## src/rtl/fetch_prefetch_buffer.sv

```systemverilog
// ---------------------------------------------------------------------------
// fetch_prefetch_buffer
//
// Instruction-fetch front end that sits in front of the decode stage. It issues
// sequential word fetches to instruction memory and stores the returned words,
// together with their PCs, in a small FIFO. The core takes them from the FIFO
// through a valid/ready port.
//
// A redirect from Execute does three things: it clears the FIFO, it restarts
// fetch at the target, and it marks every in-flight request as stale. The
// responses to those stale requests are dropped when they return.
//
// Ports
//   clk, rst                 clock; asynchronous active-high reset
//   imem_req_valid/addr      fetch request (word-aligned address)
//   imem_req_ready           memory accepts the request
//   imem_rsp_valid/data      in-order instruction response
//   redirect_valid/pc        taken branch/jump target (bits [1:0] ignored)
//   instr_valid/out/pc       FIFO head: NOP / PC 0 when empty
//   instr_ready              core consumes the head
// ---------------------------------------------------------------------------
module fetch_prefetch_buffer #(
   parameter logic [31:0] RESET_PC = 32'h1000_0000,
   parameter int          DEPTH    = 4
) (
   input  logic        clk,
   input  logic        rst,
   output logic        imem_req_valid,
   output logic [31:0] imem_req_addr,
   input  logic        imem_req_ready,
   input  logic        imem_rsp_valid,
   input  logic [31:0] imem_rsp_data,
   input  logic        redirect_valid,
   input  logic [31:0] redirect_pc,
   output logic        instr_valid,
   output logic [31:0] instr_out,
   output logic [31:0] instr_pc,
   input  logic        instr_ready
);

   localparam int PTR_W = $clog2(DEPTH);
   localparam int CNT_W = $clog2(DEPTH + 1);
   localparam int CR_W  = CNT_W + 2;
   localparam logic [31:0] NOP = 32'h0000_0013;

   // FLUSH is active exactly while stale responses are still expected.
   typedef enum logic {FETCH, FLUSH} state_t;

   state_t             state;
   logic [31:0]        fetch_pc;
   logic [31:0]        rsp_pc;
   logic [CNT_W-1:0]   count;
   logic [CNT_W-1:0]   outstanding;
   logic [CNT_W-1:0]   discard;
   logic [PTR_W-1:0]   wr_ptr;
   logic [PTR_W-1:0]   rd_ptr;
   logic [31:0]        pc_mem    [DEPTH];
   logic [31:0]        instr_mem [DEPTH];

   logic [CR_W-1:0]    credit_used;
   logic               req_fire;
   logic               rsp_drop;
   logic               rsp_fill;
   logic               push;
   logic               pop;
   logic [CNT_W-1:0]   discard_redir;
   logic [31:0]        redir_target;
   logic               unused_pc_lsbs;

   function automatic logic [31:0] next_word(input logic [31:0] pc);
      return pc + 32'd4;
   endfunction

   // Every buffered, in-flight or stale fetch holds one FIFO slot in reserve.
   // Because of this, a response can never find the FIFO full.
   assign credit_used    = CR_W'(count) + CR_W'(outstanding) + CR_W'(discard);
   // rst is included so the request drops at the moment reset is asserted.
   // A redirect withdraws a pending request that has not been accepted.
   assign imem_req_valid = !rst && !redirect_valid && (credit_used < CR_W'(DEPTH));
   assign imem_req_addr  = fetch_pc;
   assign req_fire       = imem_req_valid && imem_req_ready;

   // A response that arrives with nothing outstanding is a protocol error.
   // It is ignored.
   assign rsp_drop = imem_rsp_valid && (state == FLUSH);
   assign rsp_fill = imem_rsp_valid && (state == FETCH) && (outstanding != '0);
   assign push     = rsp_fill && !redirect_valid;
   assign pop      = instr_valid && instr_ready && !redirect_valid;

   assign redir_target   = {redirect_pc[31:2], 2'b00};
   assign unused_pc_lsbs = ^redirect_pc[1:0];

   // Every in-flight request becomes stale. A response that is consumed in
   // the redirect cycle (dropped or not) needs no further discard slot.
   assign discard_redir = discard + outstanding + CNT_W'(req_fire)
                          - CNT_W'(rsp_drop || rsp_fill);

   // No bypass: an entry is visible only the cycle after it is written.
   assign instr_valid = (count != '0);
   assign instr_out   = instr_valid ? instr_mem[rd_ptr] : NOP;
   assign instr_pc    = instr_valid ? pc_mem[rd_ptr]    : 32'd0;

   // ---- control state: fetch/response PCs, counters, pointers ----
   always_ff @(posedge clk or posedge rst) begin
      if (rst) begin
         state       <= FETCH;
         fetch_pc    <= RESET_PC;
         rsp_pc      <= RESET_PC;
         count       <= '0;
         outstanding <= '0;
         discard     <= '0;
         wr_ptr      <= '0;
         rd_ptr      <= '0;
      end else if (redirect_valid) begin
         fetch_pc    <= redir_target;
         rsp_pc      <= redir_target;
         count       <= '0;
         wr_ptr      <= '0;
         rd_ptr      <= '0;
         outstanding <= '0;
         discard     <= discard_redir;
         state       <= (discard_redir != '0) ? FLUSH : FETCH;
      end else begin
         if (req_fire) fetch_pc <= next_word(fetch_pc);
         if (push) begin
            rsp_pc <= next_word(rsp_pc);
            wr_ptr <= wr_ptr + PTR_W'(1);
         end
         if (pop) rd_ptr <= rd_ptr + PTR_W'(1);
         count       <= count + CNT_W'(push) - CNT_W'(pop);
         outstanding <= outstanding + CNT_W'(req_fire) - CNT_W'(rsp_fill);
         if (rsp_drop) begin
            discard <= discard - CNT_W'(1);
            if (discard == CNT_W'(1)) state <= FETCH;
         end
      end
   end

   // ---- FIFO storage: data only, never reset ----
   always_ff @(posedge clk) begin
      if (push) begin
         pc_mem[wr_ptr]    <= rsp_pc;
         instr_mem[wr_ptr] <= imem_rsp_data;
      end
   end

endmodule
```

## config.mk

```make
export PLATFORM = sky130hd
export DESIGN_NAME = fetch_prefetch_buffer
export DESIGN_NICKNAME = d
export VERILOG_FILES = /design/src/rtl/fetch_prefetch_buffer.sv
export SDC_FILE = /design/constraint.sdc
export NUM_CORES = 1
export LEC_CHECK = 0
export CORE_MARGIN = 2
export CORE_UTILIZATION = 40
export CTS_CLUSTER_SIZE = 8
export DETAILED_ROUTE_END_ITERATION = 10
export MAX_ROUTING_LAYER = met4
export SYNTH_ARGS = -nofsm -noshare
export SYNTH_HDL_FRONTEND = slang
export SYNTH_SLANG_ARGS = --single-unit
```

## constraint.sdc

```tcl
create_clock -name clk -period 4.95 [get_ports clk]
set_input_delay 0.99 -clock clk [delete_from_list [all_inputs] [get_ports clk]]
set_output_delay 0.99 -clock clk [all_outputs]
set_load 0.03 [all_outputs]
```

==> impl_metrics.ini, run 1 <==
[status]
status = finished clean

[power]
power_density_nw_per_um2 = 466
power_mw = 8.10
peakVddDrop_v = 0.000224
p_leak_nw = 5.93

[cts]
clk_path_buf_depth = 3
cts_setup_buffers = 0
clk_pin_slew_ns = 0.05
htreeDepth = 2
cts_buffers = 46
cts_tree = done
root_buffer = clkbuf_16
ctsHoldBuffers = 0
cts-resized-gates = 0
cts_sinks = 322
clkLatencyLatePin_ns = 0.53

[synth]
async_flop_share_pct = 23.0
mappedNetlistArea_um2 = 13900
synth_cell_types = 62
synth_edf_count = 248
yosys_register_bits = 322
synth_fa_ha_area_share_pct = 2.45
synth-simple-area-share_pct = 10.3
synth_compound_area_share_pct = 5.17
synth_mux_area_share_pct = 10.1
synth_top_family_by_area = simple AND/OR/NAND/NOR gates
synth_seq_area_share_pct = 67.0
synthCells = 895
synth-main-ff-cell = edfxtp_1
syn_area_per_cell_um2 = 15.5
synth-xor-area-share_pct = 2.46
yosys_warnings = 0

[global_routing]
grtUsageTotal_pct = 17.7
grt_pass1_wl_um = 47800
overflow = 0
antenna_found_initial = 0
first_global_vias = 8414
grt_max_degree = 81

[floorplan]
initial_core_util_pct = 40.4
core_area_um2 = 34400
io_pins = 168
rows = 68
die_h_um = 190
die_w_um = 190
fp.dieArea_um2 = 36200

[min_path]
hold_class = reg2reg

[timing]
tns_ns = 0
drv_slew = 0
finClkSkew_ns = 0.0175
holdWs_ns = 0.551
rsz0062_at_grt = no
setup_viol = 0
max_freq_mhz = 226
tightest_slew_ns = 1.07
hold_viol = 0
period_needed_ns = 4.43
timing.final.crit_share_pct = 89.5
slew_headroom_pct = 27.8

[worst_setup_path]
rr_startpoint = outstanding[1]
cp.required_ns = 3.96
critPathSlowestCell = clkdlybuf4s50_1
cp-end-kind = output port
reg2reg_to = discard[2]
crit_fanout = 5
crit_chain = inv_1 -> fa_1 -> nor2_1 -> fa_1 -> nor2b_1 -> nor4b_1 -> nor2_1 -> clkdlybuf4s50_1
crit_start = outstanding[1]
max_stage_delay_ns = 0.70
critPathKind = reg2out
regToRegSetupSlack_ns = 1.00
rr_worst_depth = 15
worstPathArrival_ns = 3.44
critPathLaunchType = flip-flop
cp-endpoint = imem_req_valid

[placed_design]
place_area_um2 = 16100
gp_congestion = 0.798
io_buffers = 161
dp_hpwl_um = 19100

[flow_run]
maxCapViolations = 0

[cells_and_area]
syn2layout_area_growth_pct = 25.3
layout-drive-gt1-share_pct = 14.3
antenna_cells = 0
final_nets = 1172
finish.instance_area_um2 = 17400
nFillCells = 2906

[routing]
final_antenna_net_count = 0
drt_pass1_iterations = 5
drc_errors = 0
first_iter_violations = 541
vias = 8210
via_per_inst = 5.27
routed_wl_um = 30500
wl_per_cell_um = 19.6
power by group:
part	internal, mW	switching (mW)
Clock	1.77	1.08
Sequential	3.04	0.191
Combinational	0.925	1.10
worst min path at each step:
stage                      start                 to  slack, ns  cells past startpoint
2_1_floorplan         rsp_pc[31]      pc_mem[0][31]       0.48                      0
3_3_place_gp   imem_req_addr[31]  imem_req_addr[31]       0.53                      1
3_5_place_dp   imem_req_addr[31]  imem_req_addr[31]       0.54                      1
4_1_cts               discard[2]         discard[2]       0.55                      1
5_1_grt               discard[2]         discard[2]       0.59                      1
6_report       imem_req_addr[31]  imem_req_addr[31]       0.55                      1
through the flow:
step / cells / util (%) / setup slack, ns
2_1_floorplan: 898 / - / 1.20
3_3_place_gp: 1486 / 46.8 / 1.08
3_5_place_dp: 1486 / 46.8 / 1.04
4_1_cts: 1557 / 50.6 / 0.516
5_1_grt: 1557 / 50.6 / 0.381
6_report: 1557 / 50.6 / 0.521
per-layer routing:
metal  up-vias  share of wire (%)  GRT usage [%]
li1       3778                  -              -
met1      4126                 47           24.5
met2       258                 46           27.1
met3        48                5.6           3.26
met4         0                1.9           4.65
met5         -                  0              -
registers in the layout (all words and copies together) (netlist names):
register	flops
imem_req_addr	30
state	1
pc_mem	120
rsp_pc	30
rd_ptr	2
discard	3
wr_ptr	2
count	3
outstanding	3
instr_mem	128
cell usage after synthesis, drive strengths merged (2+ instances only):
cell type | count | share of area, %
fa | 7 | 1.0
or3 | 7 | 0.32
a21oi | 19 | 0.71
xor2 | 27 | 1.7
nor3b | 2 | 0.11
or2 | 5 | 0.23
o211a | 2 | 0.14
and3 | 9 | 0.41
inv | 39 | 1.1
clkbuf | 24 | 0.65
nor3 | 12 | 0.54
edfxtp | 248 | 54
o21ai | 45 | 1.6
nor2b | 4 | 0.18
nand4 | 22 | 1.1
nor4b | 2 | 0.23
o311ai | 7 | 0.44
nor2 | 25 | 0.71
mux4 | 62 | 10
ha | 16 | 1.4
dfrtp | 72 | 13
o2bb2ai | 2 | 0.13
and4 | 4 | 0.25
o31a | 5 | 0.32
nand3 | 28 | 1.1
nand2 | 61 | 1.7
nor4 | 4 | 0.29
o211ai | 12 | 0.65
xnor2 | 12 | 0.76
o41ai | 4 | 0.25
a21o | 3 | 0.16
dfstp | 2 | 0.38
a31oi | 2 | 0.090
o21bai | 2 | 0.11
and2 | 62 | 2.8
buf | 20 | 0.77
or4 | 3 | 0.16
a221o | 3 | 0.22
cell families (layout without fill, tap and decap cells):
family          Yosys count  count (layout)
buf+inv                  83             287
fa+ha+maj                23              23
simple gates            253             253
flops                   322             322
compound gates          111             111
mux                      63              63
other cells               1               4
xor+xnor                 39              39
placed cells by master (no fill, tap or decap), types with 6 or more instances in the layout:
master,instances
a21oi_1,18
and2_1,62
buf_12,6
buf_4,10
clkbuf_1,21
clkbuf_16,46
clkdlybuf4s50_1,160
dfrtp_1,70
edfxtp_1,248
fa_1,7
ha_1,16
inv_1,36
mux4_2,62
nand2_1,60
nand3_1,27
nand4_1,20
nor2_1,23
nor3_1,9
o211ai_1,12
o21ai_0,39
o21ai_1,6
or3_1,7
xnor2_1,12
xor2_1,27
worst max-delay path: cells and delay by family (launching register included):
family	cells	cell delay (ns)
adder cells (fa/ha/maj)	2	0.95
AND/OR/NAND/NOR	4	0.70
buffers and inverters	2	0.81
flip-flops	1	0.45
layout make-up:
class / count / area, um2 / area share [%]
tap: 455 / 569 / 3.27
timing repair buffer: 177 / 1800 / 10.4
clock inverter: 3 / 68.8 / 0.396
clock buffer: 68 / 1240 / 7.15
sequential: 322 / 9310 / 53.5
multi-input combinational: 493 / 4250 / 24.5
inverter: 39 / 146 / 0.842
Power figures use the tool's default switching activity.
==> inputs of run 2 (changes only) <==
--- a/config.mk
+++ b/config.mk
@@ -12,2 +12,3 @@
 export MAX_ROUTING_LAYER = met4
+export PLACE_DENSITY = 0.66
 export SYNTH_ARGS = -nofsm -noshare
==> constraint.sdc (replaced) <==
create_clock -name clk -period 4.95 [get_ports clk]
set_input_delay 1.485 -clock clk [delete_from_list [all_inputs] [get_ports clk]]
set_output_delay 1.485 -clock clk [all_outputs]
set_load 0.03 [all_outputs]
==> run 2 against run 1 <==
Combinational power up 2%. Fmax down 2.1%. Non-clock buffer count up 9. Utilization about the same. Register-to-register slack worse by 0.18 ns. Power up 0.16%.
==> impl_metrics.ini, run 2 (synthesis gave the netlist of run 1 again) <==
[cells_and_area]
finish.instance_area_um2 = 17400
antenna_cells = 0
reg_top3 = instr_mem (128), pc_mem (120)
nFillCells = 2912
most-common-layout-cells = edfxtp_1, clkdlybuf4s50_1, dfrtp_1, and2_1, mux4_2
fin_util_pct = 50.6
layout-drive-gt1-share_pct = 15.2
syn2layout_area_growth_pct = 25.4
final_common_cell = edfxtp_1
regMostFlops = instr_mem
final_nets = 1181
largest_register_ffs = 128

[timing]
holdWs_ns = 0.551
tns_ns = 0
finClkSkew_ns = 0.0105
rsz0062_at_grt = no
setup_viol = 0
max_freq_mhz = 221
timing.final.crit_share_pct = 91.4
drv_slew = 0
hold_viol = 0
period_needed_ns = 4.52
tightest_slew_ns = 0.930
slew_headroom_pct = 37.5

[cts]
root_buffer = clkbuf_16
ctsHoldBuffers = 0
cts_setup_buffers = 0
cts_buffers = 46
clk_path_buf_depth = 3
clkLatencyLatePin_ns = 0.53
cts_tree = done
htreeDepth = 2
clk_pin_slew_ns = 0.05
cts_sinks = 322

[worst_setup_path]
worstPathArrival_ns = 3.04
critPathLaunchType = flip-flop
cp.required_ns = 3.46
critPathKind = reg2out
rr_worst_depth = 15
crit_fanout = 5
cp-end-kind = output port

[routing]
vias = 8281
via_per_inst = 5.31
drt_pass1_iterations = 5
first_iter_violations = 472
wl_per_cell_um = 19.6
routed_wl_um = 30500
final_antenna_net_count = 0
drc_errors = 0

[min_path]
hold_path_depth = 1
hold_class = reg2reg

[placed_design]
gp_congestion = 0.836
dp_hpwl_um = 19600
io_buffers = 161
place_area_um2 = 16100

[global_routing]
grtUsageTotal_pct = 17.5
antenna_found_initial = 0
grt_pass1_wl_um = 47400
overflow = 0
grt_max_degree = 81
first_global_vias = 8379

[status]
status = finished clean

[floorplan]
die_w_um = 190
fp.dieArea_um2 = 36200
core_area_um2 = 34400
die_h_um = 190
initial_core_util_pct = 40.4
rows = 68
io_pins = 168

[flow_run]
maxCapViolations = 0

[power]
peakVddDrop_v = 0.000261
power_density_nw_per_um2 = 466
power_mw = 8.12
p_leak_nw = 5.98
-- run 2: cell count changes in the layout (fill, tap and decap cells not counted), moves of 3 or more --
| cell | delta |
|---|---|
| buf_4 | +12 |
| clkbuf_1 | -6 |
| clkbuf_16 | +3 |
| buf_12 | -3 |
-- run 2: path summary, 6_finish.rpt --
kind	start	to	slack (ns)
hold / removal	discard[2]	discard[2]	0.55
setup / recovery	outstanding[1]	imem_req_valid	0.43
hold reg to reg	discard[2]	discard[2]	0.55
setup reg to reg	outstanding[1]	discard[2]	0.82
max in group asynchronous	rst	imem_req_addr[28]	2.77
min in group asynchronous	rst	imem_req_addr[10]	1.34
-- run 2: where the power goes --
part           switching (mW)  internal, mW  leakage [nW]  total [mW]
sequential              0.197          3.04          3.14        3.24
combinational            1.11         0.950          2.22        2.06
clock                    1.06          1.76         0.622        2.82
-- run 2: area by class of cell --
class / count / area, um2 / area share, %
tap: 455 / 569 / 3.27
inverter: 39 / 146 / 0.841
sequential: 322 / 9310 / 53.5
clock buffer: 64 / 1280 / 7.37
multi-input combinational: 493 / 4260 / 24.5
clock inverter: 1 / 7.51 / 0.0431
timing repair buffer: 186 / 1830 / 10.5
-- run 2: layer usage --
metal	wire length (um)	GRT usage, %
met4	632	4.53
met3	1680	2.67
met1	13900	24.1
met5	0	-
met2	14300	27.4
-- run 2: worst max-delay path, stage by stage, from the launching register on --
cell            delay [ns]
dfrtp_1               0.45
inv_1                 0.11
fa_1                  0.59
nor2_1                0.08
fa_1                  0.38
nor2b_1               0.32
nor4b_2               0.14
nor2_1                0.14
dlymetal6s2s_1        0.30
-- run 2: what timing repair did --
| action | 4_1_cts | 5_1_grt |
|---|---|---|
| gates resized for setup | 0 | 2 |
| endpoints found under the setup margin | 0 | 1 |
| endpoints found under the hold margin | 0 | 0 |
-- run 2: through the flow --
| step | worst slack (ns) | std cells |
|---|---|---|
| final | 0.428 | 1560 |
| after global placement | 0.320 | 1495 |
| after detailed placement | 0.365 | 1495 |
| after floorplan | 0.709 | 898 |
| after CTS | 0.0753 | 1560 |
| after global routing | 0.233 | 1560 |
==> inputs of run 3 (changes only) <==
- SKIP_LAST_GASP: default -> 1
==> results of run 3 <==
No change in the layout: final DEF, timing and power equal those of run 2.
